## config.mk

```make
export PLATFORM = sky130hd
export DESIGN_NAME = uno_seq
export DESIGN_NICKNAME = d
export VERILOG_FILES = /design/src/rtl/uno_pkg.sv /design/src/rtl/uno_coeff_rom.sv /design/src/rtl/uno_seq.sv
export SDC_FILE = /design/constraint.sdc
export NUM_CORES = 1
export LEC_CHECK = 0
export ABC_AREA = 1
export CAP_MARGIN = 20
export CORE_MARGIN = 8
export CORE_UTILIZATION = 41
export CTS_CLUSTER_DIAMETER = 30
export CTS_CLUSTER_SIZE = 16
export DETAILED_ROUTE_END_ITERATION = 16
export GPL_TIMING_DRIVEN = 0
export PLACE_DENSITY_LB_ADDON = 0.1
export SYNTH_ARGS = -nofsm -noshare
export SYNTH_HDL_FRONTEND = slang
export SYNTH_SLANG_ARGS = --single-unit
```

## constraint.sdc

```tcl
create_clock -name clk -period 3 [get_ports clk]
set_input_delay 0.3 -clock clk [delete_from_list [all_inputs] [get_ports clk]]
set_output_delay 0.3 -clock clk [all_outputs]
set_load 0.02 [all_outputs]
```

## src/rtl/uno_pkg.sv

```systemverilog
// Shared types and Q4.8 polynomial coefficient tables for the uno sequencer.
// MAC_BW defaults to 12 unless the build defines it.
`ifndef MAC_BW
`define MAC_BW 12
`endif

package uno_pkg;

    typedef enum logic [1:0] {
        OP_MAC = 2'b00,
        OP_DIV = 2'b01,
        OP_EXP = 2'b10,
        OP_LOG = 2'b11
    } op_t;

    typedef enum logic [1:0] {
        S_IDLE  = 2'b00,
        S_ISSUE = 2'b01,
        S_CAPT  = 2'b10,
        S_HOLD  = 2'b11
    } state_t;

    localparam int COEFF_W = 12;
    localparam int MAX_TERMS = 8;

    // Row per op, column per issue cycle k; exp is the 1/k! series, div/log fall by 4x per term.
    localparam logic [COEFF_W-1:0] COEFF [4][MAX_TERMS] = '{
        '{12'h000, 12'h000, 12'h000, 12'h000, 12'h000, 12'h000, 12'h000, 12'h000},
        '{12'h100, 12'h040, 12'h010, 12'h004, 12'h001, 12'h000, 12'h000, 12'h000},
        '{12'h100, 12'h100, 12'h080, 12'h02B, 12'h00B, 12'h002, 12'h000, 12'h000},
        '{12'h100, 12'h040, 12'h010, 12'h004, 12'h001, 12'h000, 12'h000, 12'h000}
    };

    // Index of the final issue cycle: a MAC issues once, every other op issues TERMS times.
    function automatic logic [2:0] last_k(input op_t op, input int terms);
        return (op == OP_MAC) ? 3'd0 : 3'(terms - 1);
    endfunction

endpackage

```

## src/rtl/uno_coeff_rom.sv

```systemverilog
// Combinational coefficient lookup: COEFF[op][k] resized to the operand width.
module uno_coeff_rom
    import uno_pkg::*;
#(
    parameter int MAC_BW = `MAC_BW
) (
    input  op_t               op,
    input  logic [2:0]        k,
    output logic [MAC_BW-1:0] coeff
);

    always_comb begin
        coeff = MAC_BW'(COEFF[op][k]);
    end

endmodule

```

## src/rtl/uno_seq.sv

```systemverilog
// Request sequencer for the uno MAC datapath: issues 1 or TERMS cycles, captures the result, holds it.
// Optional UNO_SEQ_PERF_EN adds a saturating completed-result counter on perf_cnt.
module uno_seq
    import uno_pkg::*;
#(
    parameter int TERMS  = 4,
    parameter int MAC_BW = `MAC_BW
) (
    input  logic                  clk,
    input  logic                  rst,
    input  logic                  req_valid,
    output logic                  req_ready,
    input  logic [1:0]            req_op,
    input  logic [MAC_BW-1:0]     req_x,
    input  logic [MAC_BW-1:0]     req_y,
    input  logic [2*MAC_BW-1:0]   req_z,
    output logic [1:0]            u_op,
    output logic [MAC_BW-1:0]     u_x,
    output logic [MAC_BW-1:0]     u_y,
    output logic [2*MAC_BW-1:0]   u_z,
    output logic [MAC_BW-1:0]     u_coeff,
    output logic                  u_first,
    output logic                  u_last,
    output logic                  u_acc_en,
    input  logic [2*MAC_BW+3:0]   u_out,
    output logic                  res_valid,
    input  logic                  res_ready,
    output logic [2*MAC_BW+3:0]   res_data,
`ifdef UNO_SEQ_PERF_EN
    output logic [15:0]           perf_cnt,
`endif
    output state_t                dbg_state
);

    // Handshakes: a transfer happens on a rising edge where valid && ready are both 1;
    // valid-side payload must be stable while waiting, ready never depends on valid.

    state_t              state, state_next;
    logic [2:0]          k;
    op_t                 op_r;
    logic [MAC_BW-1:0]   x_r, y_r;
    logic [2*MAC_BW-1:0] z_r;
    logic [MAC_BW-1:0]   rom_coeff;
    logic                req_fire, res_fire, issue_end;

    assign req_fire  = req_valid && req_ready;
    assign res_fire  = res_valid && res_ready;
    assign issue_end = (state == S_ISSUE) && (k == last_k(op_r, TERMS));

    always_ff @(posedge clk or posedge rst) begin
        if (rst) begin
            state <= S_IDLE;
        end else begin
            state <= state_next;
        end
    end

    always_comb begin
        state_next = state;
        req_ready  = 1'b0;
        res_valid  = 1'b0;
        u_first    = 1'b0;
        u_last     = 1'b0;
        case (state)
            S_IDLE: begin
                req_ready = 1'b1;
                if (req_valid) state_next = S_ISSUE;
            end
            S_ISSUE: begin
                u_first = (k == 3'd0);
                u_last  = issue_end;
                if (issue_end) state_next = S_CAPT;
            end
            S_CAPT: begin
                state_next = S_HOLD;
            end
            S_HOLD: begin
                res_valid = 1'b1;
                if (res_ready) state_next = S_IDLE;
            end
            default: state_next = S_IDLE;
        endcase
    end

    always_ff @(posedge clk or posedge rst) begin
        if (rst) begin
            k <= 3'd0;
        end else if (state == S_ISSUE && !issue_end) begin
            k <= k + 3'd1;
        end else begin
            k <= 3'd0;
        end
    end

    // Operands are zeroed on leaving HOLD so the datapath sees zeros while idle.
    always_ff @(posedge clk or posedge rst) begin
        if (rst) begin
            op_r <= OP_MAC;
            x_r  <= '0;
            y_r  <= '0;
            z_r  <= '0;
        end else if (req_fire) begin
            op_r <= op_t'(req_op);
            x_r  <= req_x;
            y_r  <= req_y;
            z_r  <= req_z;
        end else if (res_fire) begin
            op_r <= OP_MAC;
            x_r  <= '0;
            y_r  <= '0;
            z_r  <= '0;
        end
    end

    always_ff @(posedge clk or posedge rst) begin
        if (rst) begin
            res_data <= '0;
        end else if (state == S_CAPT) begin
            res_data <= u_out;
        end
    end

    uno_coeff_rom #(.MAC_BW(MAC_BW)) u_rom (
        .op    (op_r),
        .k     (k),
        .coeff (rom_coeff)
    );

    assign u_op      = op_r;
    assign u_x       = x_r;
    assign u_y       = y_r;
    assign u_z       = z_r;
    assign u_coeff   = (state == S_ISSUE) ? rom_coeff : '0;
    assign u_acc_en  = 1'b0;
    assign dbg_state = state;

`ifdef UNO_SEQ_PERF_EN
    always_ff @(posedge clk or posedge rst) begin
        if (rst) begin
            perf_cnt <= 16'd0;
        end else if (res_fire && perf_cnt != 16'hFFFF) begin
            perf_cnt <= perf_cnt + 16'd1;
        end
    end
`endif

endmodule

```

Yosys cells after proc, flatten, opt, wreduce, memory -nomap -nowiden
Cells that the tools add are included.
Widths: inputs -> output; s select.
{ "classes": {"add_sub_neg": 1, "bitwise_logic": 2, "eq_ne": 7, "n_reduce_logical": 10, "mux": 24, "magnitude_cmp": 2} }
{ "op_table": {"columns": ["operator", "n"], "rows": [
  ["$bmux 96 s2", 1],
  ["$mux 96", 2],
  ["$mux 12", 6],
  ["$mux 24", 2],
  ["$bmux 12 s3", 1],
  ["$mux 2", 6],
  ["$pmux 2 s4", 1],
  ["$ne 2x2->1 const B", 3],
  ["$eq 2x2->1 const B", 2],
  ["$ge 4x4->1 const B", 1],
  ["$logic_and 1x1->1", 4],
  ["$logic_not 2->1", 2],
  ["$mux 1", 4],
  ["$not 3->4", 1],
  ["$add 3x1->3 const B", 1],
  ["$eq 3x2->1", 1],
  ["$ge 3x3->1 const B", 1],
  ["$logic_not 3->1", 1],
  ["$mux 3", 1],
  ["$not 2->3", 1],
  ["$reduce_and 3->1", 1],
  ["$eq 2x1->1 const B", 1],
  ["$reduce_bool 2->1", 1],
  ["$logic_not 1->1", 1]
]} }
{ "totals": {"output_inout_bits": 97, "inputBits": 82, "elab_cells": 53, "ff_bits": 83} }

Longest topological paths before layout
{ "depth": {"depth_word": 8, "depth_mapped": 10, "ltp_nobuf": 10} }

By module
Synthesis repeated with hierarchy kept, for this count alone.
{ "unflattened": {"cells_unflattened": 447, "area_unflattened_um2": 3757.4} }
{ "by_module_without_submodules": {"columns": ["module", "seq_area_each_um2", "area_per_inst_um2", "n_inst", "cells_per_inst"], "rows": [
  ["uno_seq", 2077.0, 3613.5, 1, 415],
  ["uno_coeff_rom", 0.0, 143.9, 1, 32]
]} }

Worst setup path after synthesis
Ideal clock, no wire load.
{ "synth_timing": {"kind": "reg-to-output", "startpoint": "register state[1] (netlist: dbg_state[1])", "endpoint": "output u_coeff[4]", "n_path_buf": 0, "t_arrival_ps": 1572, "path_stages_with_launch": 7, "setup_slack_ps": 1128, "cell_sequence": "dfrtp_1 inv_1 ha_1 inv_2 nor2_2 nand2_1 nor3_1"} }
{ "synth_via": {"elab_chain_len": 2} }
{ "synth_rtl": {"columns": ["item", "line", "source"], "rows": [
  ["start: declaration", "uno_seq.sv:38", "state_t state, state_next;"],
  ["start signal: assignment", "uno_seq.sv:54", "state <= state_next;"],
  ["$eq 2x1->1", "uno_seq.sv:133", "assign u_coeff = (state == S_ISSUE) ? rom_coeff : '0;"],
  ["$mux 12", "uno_seq.sv:133", null],
  ["end: declaration", "uno_seq.sv:21", "output logic [MAC_BW-1:0] u_coeff,"]
]} }
Every way passes these cells.

Final worst setup path
{ "layout_timing": {"startpoint": "register op_r[0] (netlist: u_op[0])", "endpoint": "output u_last"} }
{ "layout_via": {"elab_chain_len": 5} }
{ "layout_rtl": {"columns": ["item", "line", "source"], "rows": [
  ["start: declaration", "uno_seq.sv:40", "op_t op_r;"],
  ["start signal: assignment", "uno_seq.sv:103", "op_r <= op_t'(req_op);"],
  ["$logic_not 2->1", "uno_pkg.sv:36", "return (op == OP_MAC) ? 3'd0 : 3'(terms - 1);"],
  ["$mux 2", "uno_pkg.sv:36", null],
  ["$eq 3x2->1", "uno_seq.sv:48", "assign issue_end = (state == S_ISSUE) && (k == last_k(op_r, TERMS));"],
  ["$logic_and 1x1->1", "uno_seq.sv:48", null],
  ["$mux 1", "uno_seq.sv:64", "case (state)"],
  ["end: declaration", "uno_seq.sv:23", "output logic u_last,"]
]} }
Every way passes these cells.

==> results summary <==
The utilization of the core after routing came out at 0.6664. The instance count of the mapped netlist is between 300 and 400. The post-synthesis to final-layout area growth came out at 57.35%. Synthesis inferred between 80 and 90 register bits. The total power density per cell area is 1068 nW/um2. Port buffering added roughly 170 buffers. In the post-synthesis netlist, the cell with the most instances is sky130_fd_sc_hd__nand3_1. Entering global routing, the biggest net connects 44 pins. The final route contains 3,206 vias. For this configuration, the core starts out at a cell density of 0.4235. The half-perimeter wire length after placement came out at 8.211 mm. The slew of the pin with the lowest slew margin is between 0.5 and 0.6 ns. TritonCTS built the clock tree. Dividing the detail-routed via count by the number of cells gives 4.880. The number of max-capacitance violations reported came out at 0. The highest net fanout along the worst path came out at 5. The share of synthesized area occupied by flip-flops and latches is 0.5623. The number of antenna violations at the first check in global routing was 0.

The cell area after synthesis came out at 3694 um2. The total CTS buffers is 9. The cell depth of the worst flop-to-flop path came out at 10. In this run, synthesis inferred 0 flip-flops with an integrated enable. The number of cells in the finished layout apart from fillers came out at 657. The upper clock frequency limit came out at 0.3868 GHz. The placement-stage cell area came out at 5602 um2. Of the cells placed in the final design, the portion with a size suffix greater than 1 is 0.1494. The most used flip-flop cell after synthesis is sky130_fd_sc_hd__dfrtp_1.

The deepest clock path buffer count came out at 2. By startpoint and endpoint, the worst setup path is classified as reg -> out. The period utilization is 0.8617. The setup fix buffers added after clock tree synthesis came out at 0.

The pre-CTS worst setup slack is between 0.7 and 0.8 ns. The run finished with clean final reports. In this run the worst hold path is classified as in -> async.

Headroom to the max-slew limit came out at 0.6353. The tree is rooted in a sky130_fd_sc_hd__clkbuf_8. Setup violations remaining at the end of the flow were counted as 0. The level count of the clock H-tree is 3. The first global-routing pass estimated 17.28 mm of wire. The maximum clock skew at final layout came out at 0.01398 ns. After synthesis, the cell types taking the most area are sky130_fd_sc_hd__dfrtp_1 (56%), sky130_fd_sc_hd__nand3_1 (14%), sky130_fd_sc_hd__nand2_1 (6.1%), sky130_fd_sc_hd__mux2_2 (5.5%), sky130_fd_sc_hd__mux2_4 (4.1%). The aggregate negative setup slack came out at 0 ns. The diode insertion count for antenna repair came out at 0.

The hold buffer count at CTS is 0. Summing internal, switching and leakage power gives a little over 6 mW. Data on the critical path is required at its endpoint by between 2 and 3 ns. The endpoint type of the worst setup path is an output pin. Of the post-synthesis cell area, the dominant cell type holds 0.5623. The chip width came out at 110.9 um. The detailed router's first-iteration violation count is 104. On the final layout, the worst hold slack is 0.3564 ns. The die covers 12,300 um2. The overall track demand over capacity in global routing came out at 0.1705. In the synthesized netlist, the cells that appear most often are sky130_fd_sc_hd__nand3_1 (101), sky130_fd_sc_hd__dfrtp_1 (83), sky130_fd_sc_hd__nand2_1 (60), sky130_fd_sc_hd__buf_2 (18), sky130_fd_sc_hd__mux2_2 (18). The netlist uses 27 different library cells.

The number of nets in the layout came out at roughly 630. The number of placed instances with taps included is 641. The hold violation count in the final report is 0. The number of global-route vias before repair is 3,393. After layout, the worst setup slack is roughly 0.41 ns. Routability-driven placement finished with a final weighted congestion of 0.7595. The clock slew at the register clock pins of the worst setup and hold paths is 0.09 ns.

The number of nets with antenna violations after routing came out at 0. The residual overflow from global routing is 0. Setup repair after global routing left no endpoint under its margin.

The synthesis warning total is 0. The number of top-level pins is roughly 180. The final number of max-transition violations came to 0.

The final design instance area without fill came out at 5812 um2. Post-CTS repair changed the size of 0 cells. The final routed wire length divided by cell count came out at approximately 16 um.

The clock sink total is 83. The number of search-and-repair iterations in the first detailed-routing pass came out at 4. The analysis attributes to cell leakage a power of 2.694 nW. For the worst-skew pair, the clock arrives at the later sink with an insertion delay of 0.34 ns. The signal arrival time at the worst endpoint is 2.29 ns.

The fraction of registers with async set/reset came out at 1.000. In the routed design, unresolved DRC markers number 0. The worst-case vdd ir drop came out at 471.8 uV. The die is between 100 and 150 um tall. The average instance area after synthesis is 10.38 um2. Of all cell types, the one taking the most synthesized area is sky130_fd_sc_hd__dfrtp_1.

The minimum clock period after layout is roughly 2.6 ns. The initialized floorplan defines 34 standard-cell rows. The post-detailed-routing wire length is 10.68 mm.

The total core area came out at 8721 um2. The kind of start point of the critical path is a flop.
-- power breakdown --
| group | internal (mW) | switching [mW] | leakage (nW) |
|---|---|---|---|
| Combinational | 1.66 | 1.76 | 1.57 |
| Sequential | 1.63 | 0.298 | 1.03 |
| Clock | 0.471 | 0.389 | 0.0968 |
-- final timing paths --
check	start	endpoint	slack [ns]
max	u_op[0]$_DFFE_PP0P_	u_last	0.41
min	rst	res_data[13]$_DFFE_PP0P_	0.36
max reg2reg	u_op[0]$_DFFE_PP0P_	dbg_state[1]$_DFFE_PP0P_	1.41
min reg2reg	u_x[8]$_DFFE_PP0P_	u_x[8]$_DFFE_PP0P_	0.50
max in group asynchronous	rst	u_z[16]$_DFFE_PP0P_	2.03
min in group clk	req_valid	u_z[14]$_DFFE_PP0P_	0.49
-- cells by family (layout without fill, tap and decap cells) --
| kind of cell | count (synthesis) | after routing | share of synthesized area |
|---|---|---|---|
| fa+ha+maj | 8 | 8 | 0.02710 |
| simple gates | 183 | 183 | 0.2354 |
| flops | 83 | 83 | 0.5623 |
| compound gates | 7 | 7 | 0.01016 |
| xor+xnor | 1 | 1 | 0.002372 |
| other cells | 1 | 4 | 0.001015 |
| buf+inv | 45 | 235 | 0.06606 |
| mux | 28 | 28 | 0.09553 |
-- cell type report --
cell class | count | area (um2)
Fill cell | 732 | 2909
Inverter | 16 | 62.56
Clock buffer | 12 | 135.1
Buffer | 29 | 183.9
Tap cell | 108 | 135.1
Timing Repair Buffer | 174 | 1759
Clock inverter | 4 | 75.07
Sequential cell | 83 | 2077
Multi-Input combinational cell | 231 | 1384
-- critical path, cell delays in order, from the launching register on --
cell                              delay [ns]
sky130_fd_sc_hd__dfrtp_1                0.43
sky130_fd_sc_hd__inv_2                  0.12
sky130_fd_sc_hd__nand2_2                0.08
sky130_fd_sc_hd__ha_1                   0.27
sky130_fd_sc_hd__inv_1                  0.03
sky130_fd_sc_hd__nor2_1                 0.17
sky130_fd_sc_hd__nand3_4                0.11
sky130_fd_sc_hd__nor2_1                 0.11
sky130_fd_sc_hd__clkdlybuf4s50_1        0.62
-- per-layer routing --
metal	track usage	up-vias	wire [um]
li1	-	1566	-
met1	0.1959	1508	4319
met2	0.2754	114	5190
met3	0.07089	18	933
met4	0.06667	0	241
met5	0	-	0
-- cells in the final DEF, fill, tap and decap left out, types with 8 or more instances in the layout --
cell type	netlist	routed
sky130_fd_sc_hd__ha_1	8	8
sky130_fd_sc_hd__mux2_4	10	10
sky130_fd_sc_hd__dfrtp_1	83	83
sky130_fd_sc_hd__clkdlybuf4s50_1	0	173
sky130_fd_sc_hd__mux2_2	18	18
sky130_fd_sc_hd__nor2_1	9	9
sky130_fd_sc_hd__nand2_1	60	60
sky130_fd_sc_hd__inv_1	13	12
sky130_fd_sc_hd__buf_2	18	18
sky130_fd_sc_hd__clkbuf_8	0	9
sky130_fd_sc_hd__nand3_1	101	101
-- state kept, by name (all words and copies together), names as in the netlist --
register,cells
u_y,12
u_z,24
u_x,12
u_op,2
res_data,28
dbg_state,2
k,3
No activity file was read; power rests on OpenSTA's default activity.
